<file path="src/rtl/disp_pkg.sv">
// Shared types and constants for the multiplexed 7-segment scan controller.
package disp_pkg;

  localparam logic [0:6] SEG_OFF = 7'b1111111;

  localparam int SEG_A = 0;
  localparam int SEG_B = 1;
  localparam int SEG_C = 2;
  localparam int SEG_D = 3;
  localparam int SEG_E = 4;
  localparam int SEG_F = 5;
  localparam int SEG_G = 6;

  typedef enum logic {
    GAP  = 1'b0,
    SHOW = 1'b1
  } scan_state_e;

endpackage

</file>
<file path="src/rtl/scan_timer.sv">
// Dwell counter for the scan FSM: counts up to a runtime-selected terminal value.
module scan_timer #(
  parameter int CNT_W = 2
) (
  input  logic             clock,
  input  logic             reset,
  input  logic             clear,
  input  logic [CNT_W-1:0] last,
  output logic             done
);

  logic [CNT_W-1:0] cnt;

  always_ff @(posedge clock) begin
    if (reset || clear) begin
      cnt <= '0;
    end else begin
      cnt <= cnt + 1'b1;
    end
  end

  assign done = (cnt == last);

endmodule

</file>
<file path="src/rtl/display_scan_ctrl.sv">
// Scans a frame of nibbles across common-anode digits through one external hex decoder,
// with an all-off gap before each digit and frame updates only at frame boundaries.
module display_scan_ctrl
  import disp_pkg::*;
#(
  parameter int NUM_DIGITS   = 4,
  parameter int REFRESH_DIV  = 50000,
  parameter int BLANK_CYCLES = 8
) (
  input  logic                    clock,
  input  logic                    reset,
  input  logic                    load_valid,
  output logic                    load_ready,
  input  logic [4*NUM_DIGITS-1:0] load_data,
  input  logic [NUM_DIGITS-1:0]   load_blank,
  output logic [3:0]              nibble_out,
  input  logic [0:6]              seg_in,
  output logic [0:6]              seg_out,
  output logic [NUM_DIGITS-1:0]   digit_n,
  output logic                    frame_tick
);

  localparam int MAX_CNT = (REFRESH_DIV > BLANK_CYCLES) ? REFRESH_DIV : BLANK_CYCLES;
  localparam int CNT_W   = $clog2(MAX_CNT);
  localparam int IDX_W   = (NUM_DIGITS > 1) ? $clog2(NUM_DIGITS) : 1;

  localparam logic [CNT_W-1:0] GAP_LAST  = CNT_W'(BLANK_CYCLES - 1);
  localparam logic [CNT_W-1:0] SHOW_LAST = CNT_W'(REFRESH_DIV - 1);
  localparam logic [IDX_W-1:0] LAST_IDX  = IDX_W'(NUM_DIGITS - 1);

  scan_state_e      state_p0, state_nxt;
  logic [IDX_W-1:0] idx_p0, idx_nxt;
  logic             boundary;
  logic             timer_done;
  logic [CNT_W-1:0] timer_last;

  logic [4*NUM_DIGITS-1:0] active_data, pend_data;
  logic [NUM_DIGITS-1:0]   active_blank, pend_blank;
  logic                    pend_full;
  logic                    accept;

  logic             show_p1;
  logic [IDX_W-1:0] idx_p1;

  assign timer_last = (state_p0 == SHOW) ? SHOW_LAST : GAP_LAST;

  scan_timer #(
    .CNT_W(CNT_W)
  ) u_timer (
    .clock(clock),
    .reset(reset),
    .clear(timer_done),
    .last (timer_last),
    .done (timer_done)
  );

  // Stage 0: scan state, digit index and frame buffers
  always_comb begin
    state_nxt = state_p0;
    idx_nxt   = idx_p0;
    boundary  = 1'b0;
    case (state_p0)
      GAP: begin
        if (timer_done) state_nxt = SHOW;
      end
      SHOW: begin
        if (timer_done) begin
          state_nxt = GAP;
          if (idx_p0 == LAST_IDX) begin
            idx_nxt  = '0;
            boundary = 1'b1;
          end else begin
            idx_nxt = idx_p0 + 1'b1;
          end
        end
      end
      default: state_nxt = GAP;
    endcase
  end

  always_ff @(posedge clock) begin
    if (reset) begin
      state_p0 <= GAP;
      idx_p0   <= '0;
    end else begin
      state_p0 <= state_nxt;
      idx_p0   <= idx_nxt;
    end
  end

  assign load_ready = !pend_full;
  assign accept     = load_valid && !pend_full;

  // A boundary swap and an accept can never coincide: accept needs pend_full low.
  always_ff @(posedge clock) begin
    if (reset) begin
      pend_full    <= 1'b0;
      active_data  <= '0;
      active_blank <= '1;
    end else begin
      if (boundary && pend_full) begin
        active_data  <= pend_data;
        active_blank <= pend_blank;
        pend_full    <= 1'b0;
      end
      if (accept) begin
        pend_full <= 1'b1;
      end
    end
  end

  always_ff @(posedge clock) begin
    if (accept) begin
      pend_data  <= load_data;
      pend_blank <= load_blank;
    end
  end

  // Stage 1: decoder input and lit qualifier
  always_ff @(posedge clock) begin
    if (reset) begin
      nibble_out <= 4'h0;
      show_p1    <= 1'b0;
      frame_tick <= 1'b0;
    end else begin
      nibble_out <= (state_p0 == SHOW) ? active_data[{idx_p0, 2'b00} +: 4] : 4'h0;
      show_p1    <= (state_p0 == SHOW) && !active_blank[idx_p0];
      frame_tick <= boundary;
    end
  end

  always_ff @(posedge clock) begin
    idx_p1 <= idx_p0;
  end

  // Stage 2: pins; segments and anode switch on the same edge
  always_ff @(posedge clock) begin
    if (reset) begin
      seg_out <= SEG_OFF;
      digit_n <= '1;
    end else begin
      seg_out <= show_p1 ? seg_in : SEG_OFF;
      digit_n <= show_p1 ? ~(NUM_DIGITS'(1) << idx_p1) : '1;
    end
  end

endmodule
</file>
<file path="config.mk">
export PLATFORM = sky130hd
export DESIGN_NAME = display_scan_ctrl
export DESIGN_NICKNAME = d
export VERILOG_FILES = /design/src/rtl/disp_pkg.sv /design/src/rtl/scan_timer.sv /design/src/rtl/display_scan_ctrl.sv
export SDC_FILE = /design/constraint.sdc
export NUM_CORES = 1
export LEC_CHECK = 0
export ABC_CLOCK_PERIOD_IN_PS = 2850
export BUFFER_PORTS_ARGS = -buffer_cell sky130_fd_sc_hd__buf_2
export CORE_UTILIZATION = 33
export CTS_CLUSTER_DIAMETER = 120
export DETAILED_ROUTE_END_ITERATION = 8
export PLACE_DENSITY = 0.6
export SYNTH_ARGS = -nofsm -noshare
export SYNTH_HDL_FRONTEND = slang
export SYNTH_SLANG_ARGS = --single-unit
</file>
<file path="constraint.sdc">
create_clock -name clock -period 2.85 [get_ports clock]
set_clock_uncertainty 0.2 [all_clocks]
set_input_delay 0.285 -clock clock [delete_from_list [all_inputs] [get_ports clock]]
set_output_delay 0.285 -clock clock [all_outputs]
set_load 0.02 [all_outputs]
</file>
==> impl_results.html, run 1 <==
<table>
<tr><th>Metric</th><th>Value</th></tr>
<tr><th colspan="2">Worst hold path</th></tr>
<tr><td>Worst min-delay path startpoint</td><td>load_valid</td></tr>
<tr><td>Class of the worst hold path</td><td>primary input to register</td></tr>
<tr><th colspan="2">Die</th></tr>
<tr><td>Core area</td><td>8721 µm²</td></tr>
<tr><td>Effective utilization at floorplan</td><td>0.3400</td></tr>
<tr><td>Count of standard-cell rows</td><td>34</td></tr>
<tr><td>Die height</td><td>96.80 µm</td></tr>
<tr><td>Chip width</td><td>96.80 µm</td></tr>
<tr><td>Top Ports</td><td>47</td></tr>
<tr><td>Area of the die</td><td>9369 µm²</td></tr>
<tr><th colspan="2">Cells and area</th></tr>
<tr><td>Area of all placed cells without fillers</td><td>3807 µm²</td></tr>
<tr><td>Commonest non-fill, non-tap cell in the layout</td><td>sky130_fd_sc_hd__dfxtp_1</td></tr>
<tr><td>N_diodes</td><td>0</td></tr>
<tr><td>Ratio of cells with drive above 1 in the final layout</td><td>0.2389</td></tr>
<tr><td>Area grow syn2layout</td><td>28.40%</td></tr>
<tr><td>Nets</td><td>367</td></tr>
<tr><td>Commonest cells after routing, fill and taps aside</td><td>59 x sky130_fd_sc_hd__dfxtp_1, 46 x sky130_fd_sc_hd__buf_2, 36 x sky130_fd_sc_hd__nand2_1</td></tr>
<tr><td>Post-Route Utilization</td><td>0.4366</td></tr>
<tr><td>Non-Filler Instances</td><td>447</td></tr>
<tr><th colspan="2">Clock network</th></tr>
<tr><td>Clock transition time at the flip-flop clock pins of the worst setup and hold paths</td><td>70 ps</td></tr>
<tr><td>Clock Sink Count</td><td>79</td></tr>
<tr><td>Maximum buffer depth of the clock tree</td><td>2</td></tr>
<tr><td>CTS tree</td><td>built</td></tr>
<tr><td>Setup bufs post-CTS</td><td>0</td></tr>
<tr><td>Number of CTS-inserted buffers</td><td>9</td></tr>
<tr><td>Clock root buffer</td><td>sky130_fd_sc_hd__clkbuf_8</td></tr>
<tr><td>Maximum level of the CTS H-tree</td><td>3</td></tr>
<tr><td>Worst-skew pair later-pin latency</td><td>340 ps</td></tr>
<tr><th colspan="2">STA</th></tr>
<tr><td>Final period demand of the worst path</td><td>2171 ps</td></tr>
<tr><td>Final worst path period share</td><td>0.7617</td></tr>
<tr><td>Final slew viol count</td><td>0</td></tr>
<tr><td>Worst slew margin</td><td>0.5515</td></tr>
<tr><td>Final hold slack</td><td>28.92 ps</td></tr>
<tr><td>Maximum clock frequency</td><td>460.7 MHz</td></tr>
<tr><td>Final worst slack</td><td>679.2 ps</td></tr>
<tr><td>Number of setup violations in the final report</td><td>0</td></tr>
<tr><td>Count of final hold-check violations</td><td>0</td></tr>
<tr><td>Final setup TNS</td><td>0 ps</td></tr>
<tr><td>Setup repair after global routing missed its margin</td><td>false</td></tr>
<tr><td>Slew at the pin closest to its max-slew limit</td><td>672.8 ps</td></tr>
<tr><th colspan="2">Setup path</th></tr>
<tr><td>Element type at the critical path end</td><td>register</td></tr>
<tr><td>Arrival time worst endpoint</td><td>2230 ps</td></tr>
<tr><td>CP Launch Type</td><td>register</td></tr>
<tr><td>Startpoint-to-endpoint class of the critical path</td><td>register to register</td></tr>
<tr><td>Worst EP required</td><td>2910 ps</td></tr>
<tr><td>Cells traversed along the worst timing path</td><td>or4_4 &gt; a2bb2oi_2 &gt; nor4_4 &gt; buf_4 &gt; mux2i_1</td></tr>
<tr><td>CP max stage cell</td><td>sky130_fd_sc_hd__or4_4</td></tr>
<tr><td>Crit-path max cell delay</td><td>540 ps</td></tr>
<tr><td>Reg2reg start</td><td>u_timer.cnt[8]</td></tr>
<tr><td>Launching instance or port of the critical path</td><td>u_timer.cnt[8]</td></tr>
<tr><td>Maximum fanout encountered on the critical timing path</td><td>13</td></tr>
<tr><th colspan="2">Global routing</th></tr>
<tr><td>Pin count of the biggest net entering global routing</td><td>23</td></tr>
<tr><td>Total GRT Usage</td><td>0.1203</td></tr>
<tr><td>Vias in the first global route</td><td>1953</td></tr>
<tr><td>First-pass GRT wire length</td><td>8935 µm</td></tr>
<tr><td>Gr ovfl total</td><td>0</td></tr>
<tr><td>Number of antenna violations at the first check in global routing</td><td>0</td></tr>
<tr><th colspan="2">Logic synthesis</th></tr>
<tr><td>Gate Count Post-Synth</td><td>257</td></tr>
<tr><td>Proportion of register bits with asynchronous set or reset after synthesis</td><td>0</td></tr>
<tr><td>Netlist area before placement</td><td>2965 µm²</td></tr>
<tr><td>Leading post-synthesis cells by cell area</td><td>sky130_fd_sc_hd__dfxtp_1 40%, sky130_fd_sc_hd__edfxtp_1 20%, sky130_fd_sc_hd__mux2i_1 7.4%</td></tr>
<tr><td>Synth Net Count</td><td>290</td></tr>
<tr><td>Number of enable-type register cells in the synthesized netlist</td><td>20</td></tr>
<tr><td>Mean area per synthesized cell</td><td>11.54 µm²</td></tr>
<tr><td>Seq cells post-synth</td><td>79</td></tr>
<tr><td>Post-synth top area cell</td><td>sky130_fd_sc_hd__dfxtp_1</td></tr>
<tr><td>Sequential cell area fraction in the yosys report</td><td>0.6008</td></tr>
<tr><td>Commonest register cell after synthesis</td><td>sky130_fd_sc_hd__dfxtp_1</td></tr>
<tr><td>Number of warning messages in the yosys log</td><td>0</td></tr>
<tr><td>Number of library cell types mapped by synthesis</td><td>35</td></tr>
<tr><td>Fraction of synthesized cell area taken by the top area cell type</td><td>0.3983</td></tr>
<tr><th colspan="2">Power</th></tr>
<tr><td>Pwr dens</td><td>574.2 nW/µm²</td></tr>
<tr><td>Final Total Pwr</td><td>2.186 mW</td></tr>
<tr><td>VDD IR-drop max</td><td>0.3143 mV</td></tr>
<tr><td>P_leak</td><td>1.432 nW</td></tr>
<tr><th colspan="2">Place</th></tr>
<tr><td>Global placer's final weighted congestion</td><td>0.6984</td></tr>
<tr><td>Half-perimeter wire length of the detailed placement result</td><td>3548 µm</td></tr>
<tr><td>Post-Place Cell Area</td><td>3313 µm²</td></tr>
<tr><td>Placed Cells</td><td>404</td></tr>
<tr><td>Port Buffers</td><td>46</td></tr>
<tr><td>Pre-CTS setup slack</td><td>681.9 ps</td></tr>
<tr><th colspan="2">Routing</th></tr>
<tr><td>Routed vias</td><td>2011</td></tr>
<tr><td>Final wirelength</td><td>5312 µm</td></tr>
<tr><td>Post-DRT Antenna Nets</td><td>0</td></tr>
<tr><td>Vias per cell</td><td>4.499</td></tr>
<tr><td>Number of design-rule violations left by the first detailed-router iteration</td><td>76</td></tr>
<tr><td>Number of iterations in the first detailed-routing pass</td><td>4</td></tr>
<tr><td>Number of remaining DRC errors</td><td>0</td></tr>
<tr><td>Detailed-route wire length per cell</td><td>11.88 µm</td></tr>
<tr><th colspan="2">Status</th></tr>
<tr><td>Outcome</td><td>finished, final reports clean</td></tr>
<tr><th colspan="2">Run</th></tr>
<tr><td>Reported max-cap violation count</td><td>0</td></tr>
</table>
## Yosys cell counts (3+ instances only)
library cell	n
sky130_fd_sc_hd__clkbuf_1	10
sky130_fd_sc_hd__ha_1	3
sky130_fd_sc_hd__mux2i_1	22
sky130_fd_sc_hd__edfxtp_1	20
sky130_fd_sc_hd__o21ai_0	4
sky130_fd_sc_hd__nand2_1	36
sky130_fd_sc_hd__mux4_2	5
sky130_fd_sc_hd__inv_1	4
sky130_fd_sc_hd__a21oi_1	4
sky130_fd_sc_hd__nand4_1	6
sky130_fd_sc_hd__nor2b_1	3
sky130_fd_sc_hd__nand2b_1	7
sky130_fd_sc_hd__and3_1	5
sky130_fd_sc_hd__or3_1	4
sky130_fd_sc_hd__nand3_1	7
sky130_fd_sc_hd__nor3_1	4
sky130_fd_sc_hd__xor2_1	8
sky130_fd_sc_hd__nor2_1	25
sky130_fd_sc_hd__dfxtp_1	59
## worst max-delay path, delay by kind of cell (launching register included)
kind | cells | cell delay [ps]
multiplexers | 1 | 220
flip-flops | 1 | 350
AO/OA/AOI/OAI | 1 | 180
AND/OR/NAND/NOR | 2 | 850
buffers and inverters | 1 | 300
## cell families after synthesis
kind of cell / Yosys count / synth area share
xor gates and xnor gates: 10 / 0.02954
muxes: 27 / 0.1122
DFF: 79 / 0.6008
buffers and inverters: 17 / 0.02700
and+or+nand+nor: 110 / 0.1890
adders and majority gates: 3 / 0.01266
AOI/OAI and AO/OA: 11 / 0.02869
## flip-flops by register name (all words and copies together), names as in the netlist, 2 cells and up
signal,flops
idx_p1,2
nibble_out,4
digit_n,4
active_blank,4
idx_p0,2
seg_out,7
u_timer.cnt,16
pend_data,16
pend_blank,4
active_data,16
## final cells by class
type / count / area [µm²]
fillers: 813 / 4913
flip-flops and latches: 79 / 1782
multi-input cells: 161 / 1106
repair buffers: 79 / 545.5
clock buffers: 13 / 158.9
well taps: 108 / 135.1
clock inverters: 3 / 65.06
inverters: 4 / 15.01
## report_power, final
| group | internal, mW | leakage, nW | switching, mW |
|---|---|---|---|
| registers | 1.17 | 0.667 | 0.00888 |
| clock network | 0.541 | 0.114 | 0.369 |
| logic | 0.0525 | 0.651 | 0.0434 |
| total | 1.76 | 1.43 | 0.421 |
## worst paths after layout
path | end | slack [ps] | cells after the start
max reg2reg | active_data[5] | 680 | 5
max | active_data[5] | 680 | 5
min reg2reg | digit_n[3] | 230 | 1
min | pend_full | 30 | 3
## metal layers
metal | wire, µm | vias to the layer above | GRT usage
met4 | 87 | 0 | 0.05511
met5 | 0 | - | 0
met1 | 2469 | 914 | 0.1443
met3 | 190 | 9 | 0.03685
met2 | 2565 | 44 | 0.1977
li1 | - | 1044 | -
## what timing repair did
item,4_1_cts,5_1_grt
hold buffers,27,0
endpoints found under the hold margin,27,0
gates resized for setup,0,0
Power figures use the tool's default switching activity.
==> run 2: changes to the inputs <==
Settings changed: ABC_CLOCK_PERIOD_IN_PS 2850 to 2200.
Clock period 2.85 ns to 2.2 ns, I/O delays scaled along.
==> run 2 against run 1 <==
Final cell count rose by 1.8%; setup slack got worse by 610 ps; via count increased by 0.25%; critical path type unchanged; critical endpoint is now active_data[7].
==> impl_results.html, run 2 (synthesized netlist as in run 1, its figures left out) <==
<table>
<tr><th>Metric</th><th>Value</th></tr>
<tr><th colspan="2">STA</th></tr>
<tr><td>Final hold slack</td><td>216.5 ps</td></tr>
<tr><td>Worst slew margin</td><td>0.6629</td></tr>
<tr><td>Final worst path period share</td><td>0.9679</td></tr>
<tr><td>Final worst slack</td><td>70.59 ps</td></tr>
<tr><td>Count of final hold-check violations</td><td>0</td></tr>
<tr><td>Number of setup violations in the final report</td><td>0</td></tr>
<tr><td>Maximum clock frequency</td><td>469.6 MHz</td></tr>
<tr><td>Final period demand of the worst path</td><td>2129 ps</td></tr>
<tr><td>Slew at the pin closest to its max-slew limit</td><td>503.4 ps</td></tr>
<tr><td>Final slew viol count</td><td>0</td></tr>
<tr><td>Setup repair after global routing missed its margin</td><td>true</td></tr>
<tr><th colspan="2">Setup path</th></tr>
<tr><td>Element type at the critical path end</td><td>register</td></tr>
<tr><td>Worst EP required</td><td>2270 ps</td></tr>
<tr><td>Arrival time worst endpoint</td><td>2200 ps</td></tr>
<tr><td>CP Launch Type</td><td>register</td></tr>
<tr><td>Cells traversed along the worst timing path</td><td>or4_4 &gt; a2bb2oi_2 &gt; nor4_4 &gt; buf_4 &gt; mux2i_1</td></tr>
<tr><td>Maximum fanout encountered on the critical timing path</td><td>9</td></tr>
<tr><td>CP max stage cell</td><td>sky130_fd_sc_hd__or4_4</td></tr>
<tr><td>Crit-path max cell delay</td><td>540 ps</td></tr>
<tr><td>Startpoint-to-endpoint class of the critical path</td><td>register to register</td></tr>
<tr><th colspan="2">Worst hold path</th></tr>
<tr><td>Class of the worst hold path</td><td>register to register</td></tr>
<tr><th colspan="2">Global routing</th></tr>
<tr><td>Pin count of the biggest net entering global routing</td><td>38</td></tr>
<tr><td>Total GRT Usage</td><td>0.1243</td></tr>
<tr><td>Number of antenna violations at the first check in global routing</td><td>0</td></tr>
<tr><td>First-pass GRT wire length</td><td>9190 µm</td></tr>
<tr><td>Vias in the first global route</td><td>2026</td></tr>
<tr><td>Gr ovfl total</td><td>0</td></tr>
<tr><th colspan="2">Die</th></tr>
<tr><td>Effective utilization at floorplan</td><td>0.3400</td></tr>
<tr><td>Count of standard-cell rows</td><td>34</td></tr>
<tr><td>Area of the die</td><td>9369 µm²</td></tr>
<tr><td>Core area</td><td>8721 µm²</td></tr>
<tr><td>Die height</td><td>96.80 µm</td></tr>
<tr><td>Chip width</td><td>96.80 µm</td></tr>
<tr><td>Top Ports</td><td>47</td></tr>
<tr><th colspan="2">Clock network</th></tr>
<tr><td>Clock root buffer</td><td>sky130_fd_sc_hd__clkbuf_8</td></tr>
<tr><td>Clock transition time at the flip-flop clock pins of the worst setup and hold paths</td><td>80 ps</td></tr>
<tr><td>CTS tree</td><td>built</td></tr>
<tr><td>Worst-skew pair later-pin latency</td><td>340 ps</td></tr>
<tr><td>Maximum level of the CTS H-tree</td><td>3</td></tr>
<tr><td>Number of CTS-inserted buffers</td><td>9</td></tr>
<tr><td>Maximum buffer depth of the clock tree</td><td>2</td></tr>
<tr><td>Clock Sink Count</td><td>79</td></tr>
<tr><th colspan="2">Power</th></tr>
<tr><td>Switching power</td><td>0.5909 mW</td></tr>
<tr><td>P_leak</td><td>1.485 nW</td></tr>
<tr><td>Portion of total power attributed to sequential cells</td><td>0.518</td></tr>
<tr><td>Clock network fraction of design power</td><td>0.434</td></tr>
<tr><td>Pwr dens</td><td>749.8 nW/µm²</td></tr>
<tr><td>Proportion of power drawn by combinational gates</td><td>0.048</td></tr>
<tr><td>VDD IR-drop max</td><td>0.3472 mV</td></tr>
<tr><td>Pint</td><td>2.355 mW</td></tr>
<tr><td>Switching Fraction</td><td>0.2006</td></tr>
<tr><th colspan="2">Cells and area</th></tr>
<tr><td>Non-Filler Instances</td><td>455</td></tr>
<tr><td>Nets</td><td>375</td></tr>
<tr><td>Area grow syn2layout</td><td>32.49%</td></tr>
<tr><td>Commonest cells after routing, fill and taps aside</td><td>59 x sky130_fd_sc_hd__dfxtp_1, 46 x sky130_fd_sc_hd__buf_2, 36 x sky130_fd_sc_hd__nand2_1</td></tr>
<tr><td>Largest registers ranked by flip-flop count</td><td>active_data: 16 flops, pend_data: 16 flops, u_timer.cnt: 16 flops</td></tr>
<tr><td>N_diodes</td><td>0</td></tr>
<tr><td>Ratio of cells with drive above 1 in the final layout</td><td>0.2594</td></tr>
<tr><td>Commonest non-fill, non-tap cell in the layout</td><td>sky130_fd_sc_hd__dfxtp_1</td></tr>
<tr><td>Filler instances</td><td>805</td></tr>
<tr><th colspan="2">Routing</th></tr>
<tr><td>Number of remaining DRC errors</td><td>0</td></tr>
<tr><td>Vias per cell</td><td>4.431</td></tr>
<tr><td>Final wirelength</td><td>5328 µm</td></tr>
<tr><td>Number of design-rule violations left by the first detailed-router iteration</td><td>53</td></tr>
<tr><td>Number of iterations in the first detailed-routing pass</td><td>4</td></tr>
<tr><td>Routed vias</td><td>2016</td></tr>
<tr><td>Post-DRT Antenna Nets</td><td>0</td></tr>
<tr><td>Detailed-route wire length per cell</td><td>11.71 µm</td></tr>
<tr><th colspan="2">Place</th></tr>
<tr><td>Placed Cells</td><td>409</td></tr>
<tr><td>Port Buffers</td><td>46</td></tr>
<tr><td>Pre-CTS setup slack</td><td>62.54 ps</td></tr>
<tr><td>Global placer's final weighted congestion</td><td>0.7075</td></tr>
<tr><td>Half-perimeter wire length of the detailed placement result</td><td>3435 µm</td></tr>
<tr><th colspan="2">Run</th></tr>
<tr><td>Reported max-cap violation count</td><td>0</td></tr>
<tr><th colspan="2">Status</th></tr>
<tr><td>Outcome</td><td>finished, final reports clean</td></tr>
</table>
[run 2: cell types whose count changed in the layout (fill, tap and decap cells not counted), sizes merged]
cell,previous run,this run
clkbuf,13,9
dlygate4sd3,27,29
bufinv,2,3
clkinv,1,3
buf,52,58
inv,4,5
[run 2: repair_timing]
action	in CTS	in global routing
endpoints found under the hold margin	29	0
buffers inserted	0	1
resized for setup	0	3
hold buffers	29	0
setup endpoints to repair	0	15
[run 2: path summary, 6_finish.rpt]
kind | slack, ps | cells past startpoint | endpoint | startpoint
worst min register to register | 220 | 1 | digit_n[3] | idx_p1[0]
worst max register to register | 70 | 5 | active_data[7] | u_timer.cnt[8]
worst min-delay path | 220 | 1 | digit_n[3] | idx_p1[0]
worst max-delay path | 70 | 5 | active_data[7] | u_timer.cnt[8]
[run 2: layout make-up]
cell class | instances | area (µm²) | share of cell area
multi-input cells | 161 | 1114 | 0.2834
flip-flops and latches | 79 | 1782 | 0.4535
clock inverters | 7 | 120.1 | 0.03057
well taps | 108 | 135.1 | 0.03439
repair buffers | 87 | 639.4 | 0.1627
inverters | 4 | 15.01 | 0.003822
clock buffers | 9 | 123.9 | 0.03153
[run 2: per-stage QoR]
stage / cell area [µm²] / utilization / power (mW) / TNS, ps
after floorplan: 2965 / - / 1.609 / 0
after global placement: 3376 / 0.3871 / 1.662 / 0
after detailed placement: 3376 / 0.3871 / 1.664 / 0
after CTS: 3910 / 0.4484 / 2.996 / 0
after global routing: 3929 / 0.4505 / 3.060 / -12.97
final: 3929 / 0.4505 / 2.946 / 0
[run 2: power by group through the flow]
| stage | logic (mW) | clock network, mW | registers [mW] |
|---|---|---|---|
| detailed placement | 0.103 | 0 | 1.56 |
| global placement | 0.101 | 0 | 1.56 |
| floorplan | 0.0496 | 0 | 1.56 |
| finish | 0.141 | 1.28 | 1.53 |
| CTS | 0.142 | 1.33 | 1.53 |
| global route | 0.156 | 1.37 | 1.53 |
[run 2: worst max-delay path, delay by kind of cell (launching register included)]
kind	cells	cell delay, ps
compound gates	1	190
flops	1	350
mux	1	200
simple gates	2	860
buf+inv	1	270
[run 2: metal layers]
metal | wire, µm | GRT usage
met5 | 0 | 0
met4 | 81 | 0.07233
met3 | 200 | 0.03685
met2 | 2569 | 0.1988
met1 | 2476 | 0.1482
==> run 3: changes to the inputs <==
==> constraint.sdc (replaced) <==
create_clock -name clock -period 2.2 [get_ports clock]
set_clock_uncertainty 0.2 [all_clocks]
set_input_delay 0.33 -clock clock [delete_from_list [all_inputs] [get_ports clock]]
set_output_delay 0.33 -clock clock [all_outputs]
set_load 0.02 [all_outputs]
==> run 3 against run 2 <==
Cell area decreased by 1.6%; final cell count down 0.44%; combinational power shrank 4%.
==> impl_results.html, run 3 (synthesized netlist as in run 1, its figures left out) <==
<table>
<tr><th>Metric</th><th>Value</th></tr>
<tr><th colspan="2">Global routing</th></tr>
<tr><td>Number of antenna violations at the first check in global routing</td><td>0</td></tr>
<tr><td>First-pass GRT wire length</td><td>9170 µm</td></tr>
<tr><td>Total GRT Usage</td><td>0.1240</td></tr>
<tr><td>Gr ovfl total</td><td>0</td></tr>
<tr><td>Vias in the first global route</td><td>2064</td></tr>
<tr><td>Pin count of the biggest net entering global routing</td><td>38</td></tr>
<tr><th colspan="2">Clock network</th></tr>
<tr><td>Number of CTS-inserted buffers</td><td>9</td></tr>
<tr><td>Maximum buffer depth of the clock tree</td><td>2</td></tr>
<tr><td>Clock transition time at the flip-flop clock pins of the worst setup and hold paths</td><td>80 ps</td></tr>
<tr><td>CTS tree</td><td>built</td></tr>
<tr><td>Worst-skew pair later-pin latency</td><td>340 ps</td></tr>
<tr><td>Maximum level of the CTS H-tree</td><td>3</td></tr>
<tr><td>Clock root buffer</td><td>sky130_fd_sc_hd__clkbuf_8</td></tr>
<tr><td>Clock Sink Count</td><td>79</td></tr>
<tr><th colspan="2">Routing</th></tr>
<tr><td>Vias per cell</td><td>4.525</td></tr>
<tr><td>Routed vias</td><td>2050</td></tr>
<tr><td>Number of design-rule violations left by the first detailed-router iteration</td><td>77</td></tr>
<tr><td>Post-DRT Antenna Nets</td><td>0</td></tr>
<tr><td>Number of remaining DRC errors</td><td>0</td></tr>
<tr><td>Detailed-route wire length per cell</td><td>11.70 µm</td></tr>
<tr><td>Final wirelength</td><td>5298 µm</td></tr>
<tr><td>Number of iterations in the first detailed-routing pass</td><td>6</td></tr>
<tr><th colspan="2">Cells and area</th></tr>
<tr><td>Filler instances</td><td>794</td></tr>
<tr><td>Commonest cells after routing, fill and taps aside</td><td>59 x sky130_fd_sc_hd__dfxtp_1, 46 x sky130_fd_sc_hd__buf_2, 36 x sky130_fd_sc_hd__nand2_1</td></tr>
<tr><td>N_diodes</td><td>0</td></tr>
<tr><td>Commonest non-fill, non-tap cell in the layout</td><td>sky130_fd_sc_hd__dfxtp_1</td></tr>
<tr><td>Largest registers ranked by flip-flop count</td><td>active_data: 16 flops, pend_data: 16 flops, u_timer.cnt: 16 flops</td></tr>
<tr><td>Area grow syn2layout</td><td>30.34%</td></tr>
<tr><td>Area of all sequential standard cells</td><td>1782 µm²</td></tr>
<tr><td>Area of all placed cells without fillers</td><td>3865 µm²</td></tr>
<tr><td>Nets</td><td>373</td></tr>
<tr><td>Ratio of cells with drive above 1 in the final layout</td><td>0.2609</td></tr>
<tr><td>Footprint of the multi-input gates</td><td>1111 µm²</td></tr>
<tr><th colspan="2">STA</th></tr>
<tr><td>Number of setup violations in the final report</td><td>0</td></tr>
<tr><td>Slew at the pin closest to its max-slew limit</td><td>345.2 ps</td></tr>
<tr><td>Worst slew margin</td><td>0.7698</td></tr>
<tr><td>Final worst path period share</td><td>0.9612</td></tr>
<tr><td>Setup repair after global routing missed its margin</td><td>true</td></tr>
<tr><td>Maximum clock frequency</td><td>472.9 MHz</td></tr>
<tr><td>Final period demand of the worst path</td><td>2115 ps</td></tr>
<tr><td>Final slew viol count</td><td>0</td></tr>
<tr><td>Count of final hold-check violations</td><td>0</td></tr>
<tr><th colspan="2">Setup path</th></tr>
<tr><td>Worst EP required</td><td>2270 ps</td></tr>
<tr><td>Startpoint-to-endpoint class of the critical path</td><td>register to register</td></tr>
<tr><td>Arrival time worst endpoint</td><td>2180 ps</td></tr>
<tr><td>Element type at the critical path end</td><td>register</td></tr>
<tr><td>Maximum fanout encountered on the critical timing path</td><td>11</td></tr>
<tr><td>CP Launch Type</td><td>register</td></tr>
<tr><th colspan="2">Power</th></tr>
<tr><td>VDD IR-drop max</td><td>0.3137 mV</td></tr>
<tr><td>Pwr dens</td><td>729.6 nW/µm²</td></tr>
<tr><td>P_leak</td><td>1.463 nW</td></tr>
<tr><td>Final Total Pwr</td><td>2.820 mW</td></tr>
<tr><th colspan="2">Place</th></tr>
<tr><td>Half-perimeter wire length of the detailed placement result</td><td>3479 µm</td></tr>
<tr><td>Global placer's final weighted congestion</td><td>0.7401</td></tr>
<tr><td>Post-Place Cell Area</td><td>3363 µm²</td></tr>
<tr><td>Port Buffers</td><td>46</td></tr>
<tr><th colspan="2">Run</th></tr>
<tr><td>Reported max-cap violation count</td><td>0</td></tr>
<tr><th colspan="2">Die</th></tr>
<tr><td>Area of the die</td><td>9369 µm²</td></tr>
<tr><td>Chip width</td><td>96.80 µm</td></tr>
<tr><td>Core area</td><td>8721 µm²</td></tr>
<tr><td>Top Ports</td><td>47</td></tr>
<tr><td>Die height</td><td>96.80 µm</td></tr>
<tr><td>Effective utilization at floorplan</td><td>0.3400</td></tr>
<tr><td>Count of standard-cell rows</td><td>34</td></tr>
<tr><th colspan="2">Status</th></tr>
<tr><td>Outcome</td><td>finished, final reports clean</td></tr>
<tr><th colspan="2">Worst hold path</th></tr>
<tr><td>Class of the worst hold path</td><td>primary input to register</td></tr>
</table>
-- run 3: worst paths after layout --
path                                   endpoint  slack (ps)      startpoint  depth (start not counted)
worst max register to register  active_data[10]          90  u_timer.cnt[8]                          5
worst min register to register       digit_n[3]         210       idx_p1[0]                          1
worst min-delay path                  pend_full          70      load_valid                          3
worst max-delay path            active_data[10]          90  u_timer.cnt[8]                          5
-- run 3: worst max-delay path, stage by stage (launching register included) --
cell and delay (ps):
sky130_fd_sc_hd__dfxtp_1 350, sky130_fd_sc_hd__or4_4 530, sky130_fd_sc_hd__a2bb2oi_2 180, sky130_fd_sc_hd__nor4_4 280, sky130_fd_sc_hd__buf_4 270, sky130_fd_sc_hd__mux2i_1 220
-- run 3: layer usage --
layer / share of wire / vias up / global-route usage
met5: 0 / - / 0
met4: 0.020 / 0 / 0.06429
li1: - / 1053 / -
met3: 0.039 / 10 / 0.03974
met1: 0.46 / 935 / 0.1443
met2: 0.48 / 52 / 0.2037
-- run 3: final cells by class --
| type | count | share of cell area |
|---|---|---|
| multi-input cells | 161 | 0.2875 |
| flip-flops and latches | 79 | 0.4610 |
| inverters | 4 | 0.003885 |
| repair buffers | 85 | 0.1560 |
| clock inverters | 7 | 0.02460 |
| well taps | 108 | 0.03496 |
| clock buffers | 9 | 0.03205 |
-- run 3: where the power goes --
group / internal, mW / switching, mW
logic: 0.0745 / 0.0600
clock network: 0.640 / 0.518
registers: 1.52 / 0.00968
-- run 3: timing repair --
action	CTS	global route
setup endpoints to repair	0	15
hold buffers	27	0
buffers inserted	0	1
endpoints found under the hold margin	27	0
resized for setup	0	1
-- run 3: metrics by stage --
step	cells	setup TNS (ps)	utilization	setup slack (ps)	hold WS [ps]
finish	453	0	0.4432	85.36	69.17
global route	453	-143.1	0.4432	-25.46	60.48
CTS	452	0	0.4418	43.76	57.84
detailed placement	409	0	0.3857	59.47	202.6
global placement	409	0	0.3857	126.3	204.0
floorplan	257	0	-	189.1	154.0
